--- src/rtl/qeg_pkg.sv ---
// Shared constants for the quadrature encoder generator: the phase encoding,
// default configuration values and the phase sequencing helper.
package qeg_pkg;

  localparam int unsigned QEG_CPR_DEF   = 2048;
  localparam int unsigned QEG_PER_W_DEF = 16;

  typedef enum logic [1:0] {
    PH_00 = 2'b00,
    PH_10 = 2'b10,
    PH_11 = 2'b11,
    PH_01 = 2'b01
  } qeg_phase_e;

  // Forward runs 00->10->11->01->00; reverse is the exact inverse, so any
  // direction change still moves exactly one Gray step.
  function automatic qeg_phase_e next_phase(input qeg_phase_e ph, input logic fwd);
    qeg_phase_e nxt;
    nxt = PH_00;
    case (ph)
      PH_00:   nxt = fwd ? PH_10 : PH_01;
      PH_10:   nxt = fwd ? PH_11 : PH_00;
      PH_11:   nxt = fwd ? PH_01 : PH_10;
      PH_01:   nxt = fwd ? PH_00 : PH_11;
      default: nxt = PH_00;
    endcase
    return nxt;
  endfunction

endpackage

--- src/rtl/qeg_rate_div.sv ---
// Step-period counter: reloads to period-1, counts down while enabled and
// raises tick on the enabled cycle in which it reaches zero.
module qeg_rate_div #(
  parameter int unsigned PER_W = 16
) (
  input  logic             clk,
  input  logic             rst,
  input  logic             enable,
  input  logic             load,
  input  logic [PER_W-1:0] period,
  input  logic [PER_W-1:0] load_period,
  output logic             tick
);

  logic [PER_W-1:0] cnt;

  assign tick = enable && (period != '0) && (cnt == '0);

  always_ff @(posedge clk or posedge rst) begin
    if (rst) begin
      cnt <= '0;
    end else if (load) begin
      cnt <= (load_period == '0) ? '0 : load_period - PER_W'(1);
    end else if (tick) begin
      cnt <= period - PER_W'(1);
    end else if (enable && (period != '0)) begin
      cnt <= cnt - PER_W'(1);
    end
  end

endmodule

--- src/rtl/quad_enc_gen.sv ---
// Emulated incremental encoder: A/B quadrature, position count and optional
// index pulse (enabled with macro QEG_INDEX_EN) driven by velocity commands.
module quad_enc_gen
  import qeg_pkg::*;
#(
  parameter int unsigned CPR   = QEG_CPR_DEF,
  parameter int unsigned PER_W = QEG_PER_W_DEF
) (
  input  logic                    clk,
  input  logic                    reset,
  input  logic                    enable,
  input  logic                    cmd_valid,
  output logic                    cmd_ready,
  input  logic [PER_W-1:0]        cmd_period,
  input  logic                    cmd_dir,
  output logic                    enc_a,
  output logic                    enc_b,
  output logic                    enc_z,
  output logic [$clog2(CPR)-1:0]  position,
  output logic                    step_pulse
);

  localparam int unsigned POS_W = $clog2(CPR);

  logic [PER_W-1:0] active_period;
  logic [PER_W-1:0] pend_period;
  logic             active_dir;
  logic             pend_dir;
  qeg_phase_e       phase;
  logic             tick;
  logic             xfer;
  logic             apply;
  logic [POS_W-1:0] pos_next;

  // The pending slot is full exactly when cmd_ready is low. A stopped or
  // disabled generator has no step boundary to wait for, so it applies at once.
  assign xfer  = cmd_valid && cmd_ready;
  assign apply = !cmd_ready && (tick || (active_period == '0) || !enable);

  qeg_rate_div #(
    .PER_W (PER_W)
  ) u_rate_div (
    .clk         (clk),
    .rst         (reset),
    .enable      (enable),
    .load        (apply),
    .period      (active_period),
    .load_period (pend_period),
    .tick        (tick)
  );

  always_comb begin
    pos_next = position;
    if (active_dir) begin
      pos_next = (position == POS_W'(CPR - 1)) ? '0 : position + POS_W'(1);
    end else begin
      pos_next = (position == '0) ? POS_W'(CPR - 1) : position - POS_W'(1);
    end
  end

  assign {enc_a, enc_b} = phase;

  // A step coinciding with an apply still uses active_dir, which only takes
  // the new value after this edge.
  always_ff @(posedge clk or posedge reset) begin
    if (reset) begin
      active_period <= '0;
      active_dir    <= 1'b0;
      pend_period   <= '0;
      pend_dir      <= 1'b0;
      cmd_ready     <= 1'b1;
      phase         <= PH_00;
      position      <= '0;
      step_pulse    <= 1'b0;
    end else begin
      step_pulse <= tick;
      if (xfer) begin
        pend_period <= cmd_period;
        pend_dir    <= cmd_dir;
        cmd_ready   <= 1'b0;
      end
      if (apply) begin
        active_period <= pend_period;
        active_dir    <= pend_dir;
        cmd_ready     <= 1'b1;
      end
      if (tick) begin
        phase    <= next_phase(phase, active_dir);
        position <= pos_next;
      end
    end
  end

`ifdef QEG_INDEX_EN
  always_ff @(posedge clk or posedge reset) begin
    if (reset) begin
      enc_z <= 1'b0;
    end else if (tick) begin
      enc_z <= (pos_next == '0);
    end
  end
`else
  assign enc_z = 1'b0;
`endif

endmodule

--- config.mk ---
export PLATFORM = sky130hd
export DESIGN_NAME = quad_enc_gen
export DESIGN_NICKNAME = d
export VERILOG_FILES = /design/src/rtl/qeg_pkg.sv /design/src/rtl/qeg_rate_div.sv /design/src/rtl/quad_enc_gen.sv
export SDC_FILE = /design/constraint.sdc
export NUM_CORES = 1
export LEC_CHECK = 0
export CAP_MARGIN = 15
export CORE_MARGIN = 1.5
export CORE_UTILIZATION = 36
export CTS_BUF_LIST = sky130_fd_sc_hd__clkbuf_4 sky130_fd_sc_hd__clkbuf_8 sky130_fd_sc_hd__clkbuf_16
export DETAILED_ROUTE_END_ITERATION = 8
export PLACE_DENSITY = 0.65
export SETUP_SLACK_MARGIN = 0.5
export SYNTH_ARGS = -nofsm -noshare
export SYNTH_HDL_FRONTEND = slang
export SYNTH_SLANG_ARGS = --single-unit
--- constraint.sdc ---
create_clock -name clk -period 3 [get_ports clk]
set_clock_uncertainty 0.2 [all_clocks]
set_input_delay 0.6 -clock clk [delete_from_list [all_inputs] [get_ports clk]]
set_output_delay 0.6 -clock clk [all_outputs]
set_load 0.005 [all_outputs]
==> flow_summary.yaml, run 1 <==
floorplan:
  dieArea_um2: 11900
  dieWidth_um: 109
  start_util: 0.371
  ios: 37
  rows: 38
  die_y_um: 109
  fp.coreArea_um2: 10900
worst_hold_path:
  min_to: "active_dir"
  hold_start: "pend_dir"
  hold_path_class: "reg -> reg"
  hold_depth: 2
synthesis:
  synth_flop_cell: "dfrtp_1"
  async_flop_share: 1.00
  synth_top_area_cell: "dfrtp_1"
  synthTopCellsByArea: "dfrtp_1 39%, nand2_1 6.8%, mux2_2 4.7%"
  synthAdderAreaFrac: 0.0123
  syn_nets: 481
  yosys_register_bits: 65
  synth-compound-area-share: 0.175
  synth.area.mux_share: 0.0570
  synth-xor-area-share: 0.0583
  synth_area_per_cell_um2: 8.90
  netlist_area_um2: 4060
  synth_top_family_by_area: "simple AND/OR/NAND/NOR gates"
  synth_common_cells: "74 x nand2_1, 64 x dfrtp_1, 37 x nor2_1"
  ys_seq_area_frac: 0.401
  synthCells: 456
  yosysMostFrequentCell: "nand2_1"
  synth_enable_flop_cells: 0
  synthSimpleGateAreaFrac: 0.261
  synth_cell_types: 74
  yosys.area.top_type_share: 0.395
  synth_warnings: 0
clock_tree:
  cts_root_buf: "clkbuf_16"
  numClockSinks: 65
  worstSkewPairLatency_ps: 350
  numCtsBuffers: 9
  clk_pin_slew_ps: 50
  cts_buffer_depth: 2
  cts_tree: "done"
  h-tree-depth: 3
sta:
  whs_ps: 277
  slew_viol_final: 0
  fmax_ghz: 0.347
  timing.final.crit_share: 0.962
  min_period_ps: 2890
  fin_setup_tns_ps: 0
  rsz0062_at_grt: "true"
  layout_setup_ws_ps: 115
  worstMarginPinSlew_ps: 801
  relSlewSlack: 0.465
  setup_viol: 0
  hold_violations: 0
final_layout:
  syn2layout_area_growth_pct: 37.7
  nets: 578
  final_cell_area_um2: 5590
  diodes: 0
  drive_above_1_share: 0.289
placement:
  dp_hpwl_um: 8120
  io_buffers: 35
  gp_congestion: 0.953
  postPlaceCellArea_um2: 4820
  pre_cts_slack_ps: -371
critical_path:
  path_cells: "nor4_4 > nand4b_1 > nor2_4 > a21oi_2 > ha_2 > or3b_4 > buf_6 > nor4_1 > o31a_1 > a21boi_1 > a2111oi_2 > nor3_1"
  arrival_ps: 2910
  worstReg2RegEnd: "u_rate_div.cnt[8]"
  worst_setup_path_end_kind: "register"
  cp_top_family: "simple AND/OR/NAND/NOR gates"
  crit_required_ps: 3020
  r2r_setup_slack_ps: 110
  slowest_delay_ps: 410
  path_buf_inv: 1
  crit_type: "reg -> reg"
  r2r_cells: 12
  cp_slowest_cell: "dfrtp_1"
  reg2reg_from: "u_rate_div.cnt[12]"
  critPathLaunchType: "register"
  cp_max_fo: 6
global_routing:
  antenna_found_initial: 0
  grt_pass1_vias: 3785
  grt_pass1_wl_um: 19600
  grtUsageTotal: 0.217
  grt_overflow: 0
  grt_max_degree: 66
route:
  drt_iter0_markers: 280
  totalWireLength_um: 12300
  vias_per_cell: 5.75
  vias: 4007
  wl_per_cell_um: 17.6
  drtAntennaViolNets: 0
  drc_errors: 0
  firstDrtPassIters: 5
power:
  leakagePower_nw: 2.35
  cellPowerDensity_nw_per_um2: 749
  vdd.ir_drop.worst_mv: 0.391
job:
  maxCapViolations: 0
run_status:
  outcome: "complete, no violations"
## report_power, final
part / switching (mW) / internal [mW]
clock network: 0.379 / 0.689
registers: 0.354 / 1.13
logic: 0.834 / 0.797
## repair_timing
item	in CTS	in global routing
gates cloned	1	1
pin swaps	20	19
endpoints found under the setup margin	30	31
hold buffers	0	0
setup buffers	18	15
gates resized for setup	24	28
## area by class of cell
cell class	count	area (µm²)
clock buffers	12	260
clock inverters	3	40.0
fillers	1031	5350
inverters	9	33.8
multi-input cells	363	2530
flip-flops and latches	65	1640
well taps	140	175
repair buffers	105	907
## worst max-delay path by stage
| stage | start | end | slack (ps) | depth (start not counted) |
|---|---|---|---|---|
| after floorplan | u_rate_div.cnt[10] | u_rate_div.cnt[8] | 70 | 12 |
| after global placement | enable | u_rate_div.cnt[8] | -350 | 12 |
| after detailed placement | enable | u_rate_div.cnt[14] | -370 | 11 |
| after CTS | u_rate_div.cnt[9] | u_rate_div.cnt[14] | 150 | 11 |
| after global routing | u_rate_div.cnt[12] | u_rate_div.cnt[8] | 10 | 12 |
| final | u_rate_div.cnt[12] | u_rate_div.cnt[8] | 110 | 12 |
## layout by cell type, fill, tap and decap left out, types with 4 or more instances in the layout
| master | count |
|---|---|
| nand2_1 | 73 |
| buf_4 | 65 |
| dfrtp_1 | 56 |
| nor2_1 | 35 |
| clkdlybuf4s50_1 | 34 |
| mux2_2 | 17 |
| nor3_1 | 16 |
| a21oi_1 | 15 |
| xor2_1 | 15 |
| o21ai_1 | 14 |
| o21ai_0 | 11 |
| nor4_1 | 11 |
| xnor2_1 | 11 |
| nand3_1 | 10 |
| clkbuf_16 | 9 |
| inv_1 | 8 |
| dfrtp_2 | 8 |
| or3_4 | 6 |
| or3_1 | 6 |
| or4_1 | 6 |
| nor4_4 | 4 |
| a31oi_1 | 4 |
| a211oi_1 | 4 |
| o211ai_1 | 4 |
| o221ai_1 | 4 |
| mux2i_1 | 4 |
## stage by stage
step	cells	total power [mW]	utilization
2_1_floorplan	456	2.29	-
3_3_place_gp	647	2.81	0.441
3_5_place_dp	647	2.84	0.441
4_1_cts	681	4.06	0.491
5_1_grt	697	4.42	0.511
6_report	697	4.19	0.511
## flip-flops by register name, summed over array words and instances, names as in the netlist
register and cells:
active_dir 1, step_pulse 1, cmd_ready 1, pend_period 16, pend_dir 1, position 11, active_period 16, u_rate_div.cnt 16
phase 2
## worst register-to-register path: cells and delay by family (launching register included)
kind | cells | cell delay (ps)
buf+inv | 1 | 110
flops | 1 | 410
compound gates | 4 | 670
fa+ha+maj | 1 | 170
simple gates | 6 | 1190
## layer usage
metal / vias to the layer above / routed length [µm] / global-route usage
li1: 1872 / - / -
met1: 1955 / 5420 / 0.284
met2: 156 / 5720 / 0.335
met3: 24 / 788 / 0.0580
met4: 0 / 345 / 0.0949
met5: - / 0 / 0
## kinds of logic after synthesis
kind of cell               Yosys count
other                                1
and+or+nand+nor                    206
muxes                               21
DFF                                 65
xor gates and xnor gates            27
AOI/OAI and AO/OA                  102
adders and majority gates            4
buffers and inverters               30
Note: power is estimated with default switching activity, not from simulation.
==> run 2: changes to the inputs <==
--- a/config.mk
+++ b/config.mk
@@ -7,10 +7,11 @@
 export LEC_CHECK = 0
 export CAP_MARGIN = 15
 export CORE_MARGIN = 1.5
-export CORE_UTILIZATION = 36
+export CORE_UTILIZATION = 35
 export CTS_BUF_LIST = sky130_fd_sc_hd__clkbuf_4 sky130_fd_sc_hd__clkbuf_8 sky130_fd_sc_hd__clkbuf_16
+export CTS_CLUSTER_DIAMETER = 60
 export DETAILED_ROUTE_END_ITERATION = 8
-export PLACE_DENSITY = 0.65
+export PLACE_DENSITY = 0.64
 export SETUP_SLACK_MARGIN = 0.5
 export SYNTH_ARGS = -nofsm -noshare
 export SYNTH_HDL_FRONTEND = slang
==> run 2 against run 1 <==
Against the previous run:
- sequential cell count is the same
- total power grew 3.8%
- sequential power about the same
- utilization decreased by 0.64 points
- largest power group unchanged
- highest routed layer unchanged
- die area is 2.8% higher
- worst hold slack gained 17 ps
- critical path depth rose by 1
- register-to-register slack about the same
==> flow_summary.yaml, run 2 (synthesis gave the netlist of run 1 again) <==
sta:
  rsz0062_at_grt: "true"
  whs_ps: 294
  fin_setup_tns_ps: 0
  min_period_ps: 2890
  worstMarginPinSlew_ps: 810
  layout_setup_ws_ps: 113
  relSlewSlack: 0.459
  setup_viol: 0
  fmax_ghz: 0.346
  slew_viol_final: 0
  timing.final.crit_share: 0.962
  hold_violations: 0
floorplan:
  start_util: 0.357
  fp.coreArea_um2: 11400
  ios: 37
  die_y_um: 111
  dieWidth_um: 111
  rows: 39
  dieArea_um2: 12200
critical_path:
  worst_setup_path_end_kind: "register"
  cp_top_family: "simple AND/OR/NAND/NOR gates"
  critPathLaunchType: "register"
  cp_slowest_cell: "dfrtp_1"
  crit_type: "reg -> reg"
  path_common_cell: "buf_4"
  arrival_ps: 2910
  path_cells: "nor4_4 > nand4b_1 > nor2_4 > a21oi_2 > ha_2 > or3b_4 > buf_6 > buf_4 > buf_4 > a31o_2 > a221o_1 > o211ai_1 > nand2_1"
  slowest_delay_ps: 420
  path_buf_inv: 3
  crit_required_ps: 3020
  cp_max_fo: 6
route:
  drt_iter0_markers: 331
  drtAntennaViolNets: 0
  totalWireLength_um: 12600
  drc_errors: 0
  vias_per_cell: 5.69
  firstDrtPassIters: 5
  vias: 4070
  wl_per_cell_um: 17.6
placement:
  postPlaceCellArea_um2: 4840
  pre_cts_slack_ps: -366
  dp_cells: 654
  io_buffers: 35
  dp_hpwl_um: 8420
  gp_congestion: 0.924
clock_tree:
  worstSkewPairLatency_ps: 340
  numClockSinks: 65
  cts_buffer_depth: 2
  cts_tree: "done"
  cts_hold_buf: 0
  clk_pin_slew_ps: 60
  numCtsBuffers: 9
  h-tree-depth: 3
  cts_root_buf: "clkbuf_16"
final_layout:
  diodes: 0
  drive_above_1_share: 0.309
  nets: 592
  seq_area_um2: 1640
  final_cell_area_um2: 5740
  largestRegisters: "active_period: 16 flops, pend_period: 16 flops, u_rate_div.cnt: 16 flops"
  syn2layout_area_growth_pct: 41.4
  num-fill-cells: 1044
  multi_input_area_um2: 2530
  stdcell_count: 715
  fin_util: 0.505
  layout_commonest_cell: "buf_4"
  layout_common_cells: "79 x buf_4, 74 x nand2_1, 57 x dfrtp_1, 36 x nor2_1, 34 x clkdlybuf4s50_1"
global_routing:
  grtUsageTotal: 0.201
  antenna_found_initial: 0
  grt_max_degree: 39
  grt_pass1_vias: 3884
  grt_pass1_wl_um: 19800
  grt_overflow: 0
worst_hold_path:
  hold_path_class: "reg -> reg"
job:
  maxCapViolations: 0
power:
  leakagePower_nw: 2.43
  p_total_mw: 4.35
  vdd.ir_drop.worst_mv: 0.319
  cellPowerDensity_nw_per_um2: 757
run_status:
  outcome: "complete, no violations"
## run 2: cell types whose count changed in the layout (fill, tap and decap cells not counted), sizes merged
cell / before / now
inv: 9 / 10
buf: 70 / 86
and2: 5 / 4
bufinv: 1 / 2
clkbuf: 12 / 10
clkinvlp: 0 / 1
o21ai: 30 / 29
## run 2: final timing paths
kind	startpoint	end	slack, ps	cells past startpoint
setup / recovery	u_rate_div.cnt[10]	u_rate_div.cnt[4]	110	13
hold reg to reg	pend_dir	active_dir	290	2
setup reg to reg	u_rate_div.cnt[10]	u_rate_div.cnt[4]	110	13
min in group asynchronous	reset	position[9]	480	3
max in group asynchronous	reset	active_period[12]	1660	3
hold / removal	pend_dir	active_dir	290	2
## run 2: cell type report
| cell class | count | share of cell area |
|---|---|---|
| clock buffers | 10 | 0.0416 |
| clock inverters | 6 | 0.0157 |
| inverters | 9 | 0.00589 |
| multi-input cells | 361 | 0.440 |
| flip-flops and latches | 65 | 0.285 |
| well taps | 143 | 0.0312 |
| repair buffers | 121 | 0.180 |
## run 2: power by group
group	internal (mW)	total, mW	switching (mW)
Clock	0.752	1.16	0.411
Sequential	1.13	1.48	0.345
Combinational	0.851	1.71	0.854
## run 2: per-layer routing
| metal | up-vias | share of wire | global-route usage |
|---|---|---|---|
| met5 | - | 0 | 0 |
| met4 | 0 | 0.019 | 0.0735 |
| met3 | 26 | 0.043 | 0.0459 |
| met2 | 133 | 0.48 | 0.330 |
| met1 | 2007 | 0.46 | 0.260 |
| li1 | 1904 | - | - |
## run 2: repair_timing
action | CTS | global route
buffers inserted | 27 | 18
setup endpoints to repair | 32 | 38
gates resized for setup | 26 | 27
pin swaps | 18 | 24
## run 2: worst min-delay path, delay by kind of cell (launching register included)
family | cells | cell delay [ps]
AND/OR/NAND/NOR | 1 | 50
flip-flops | 1 | 340
AO/OA/AOI/OAI | 1 | 70
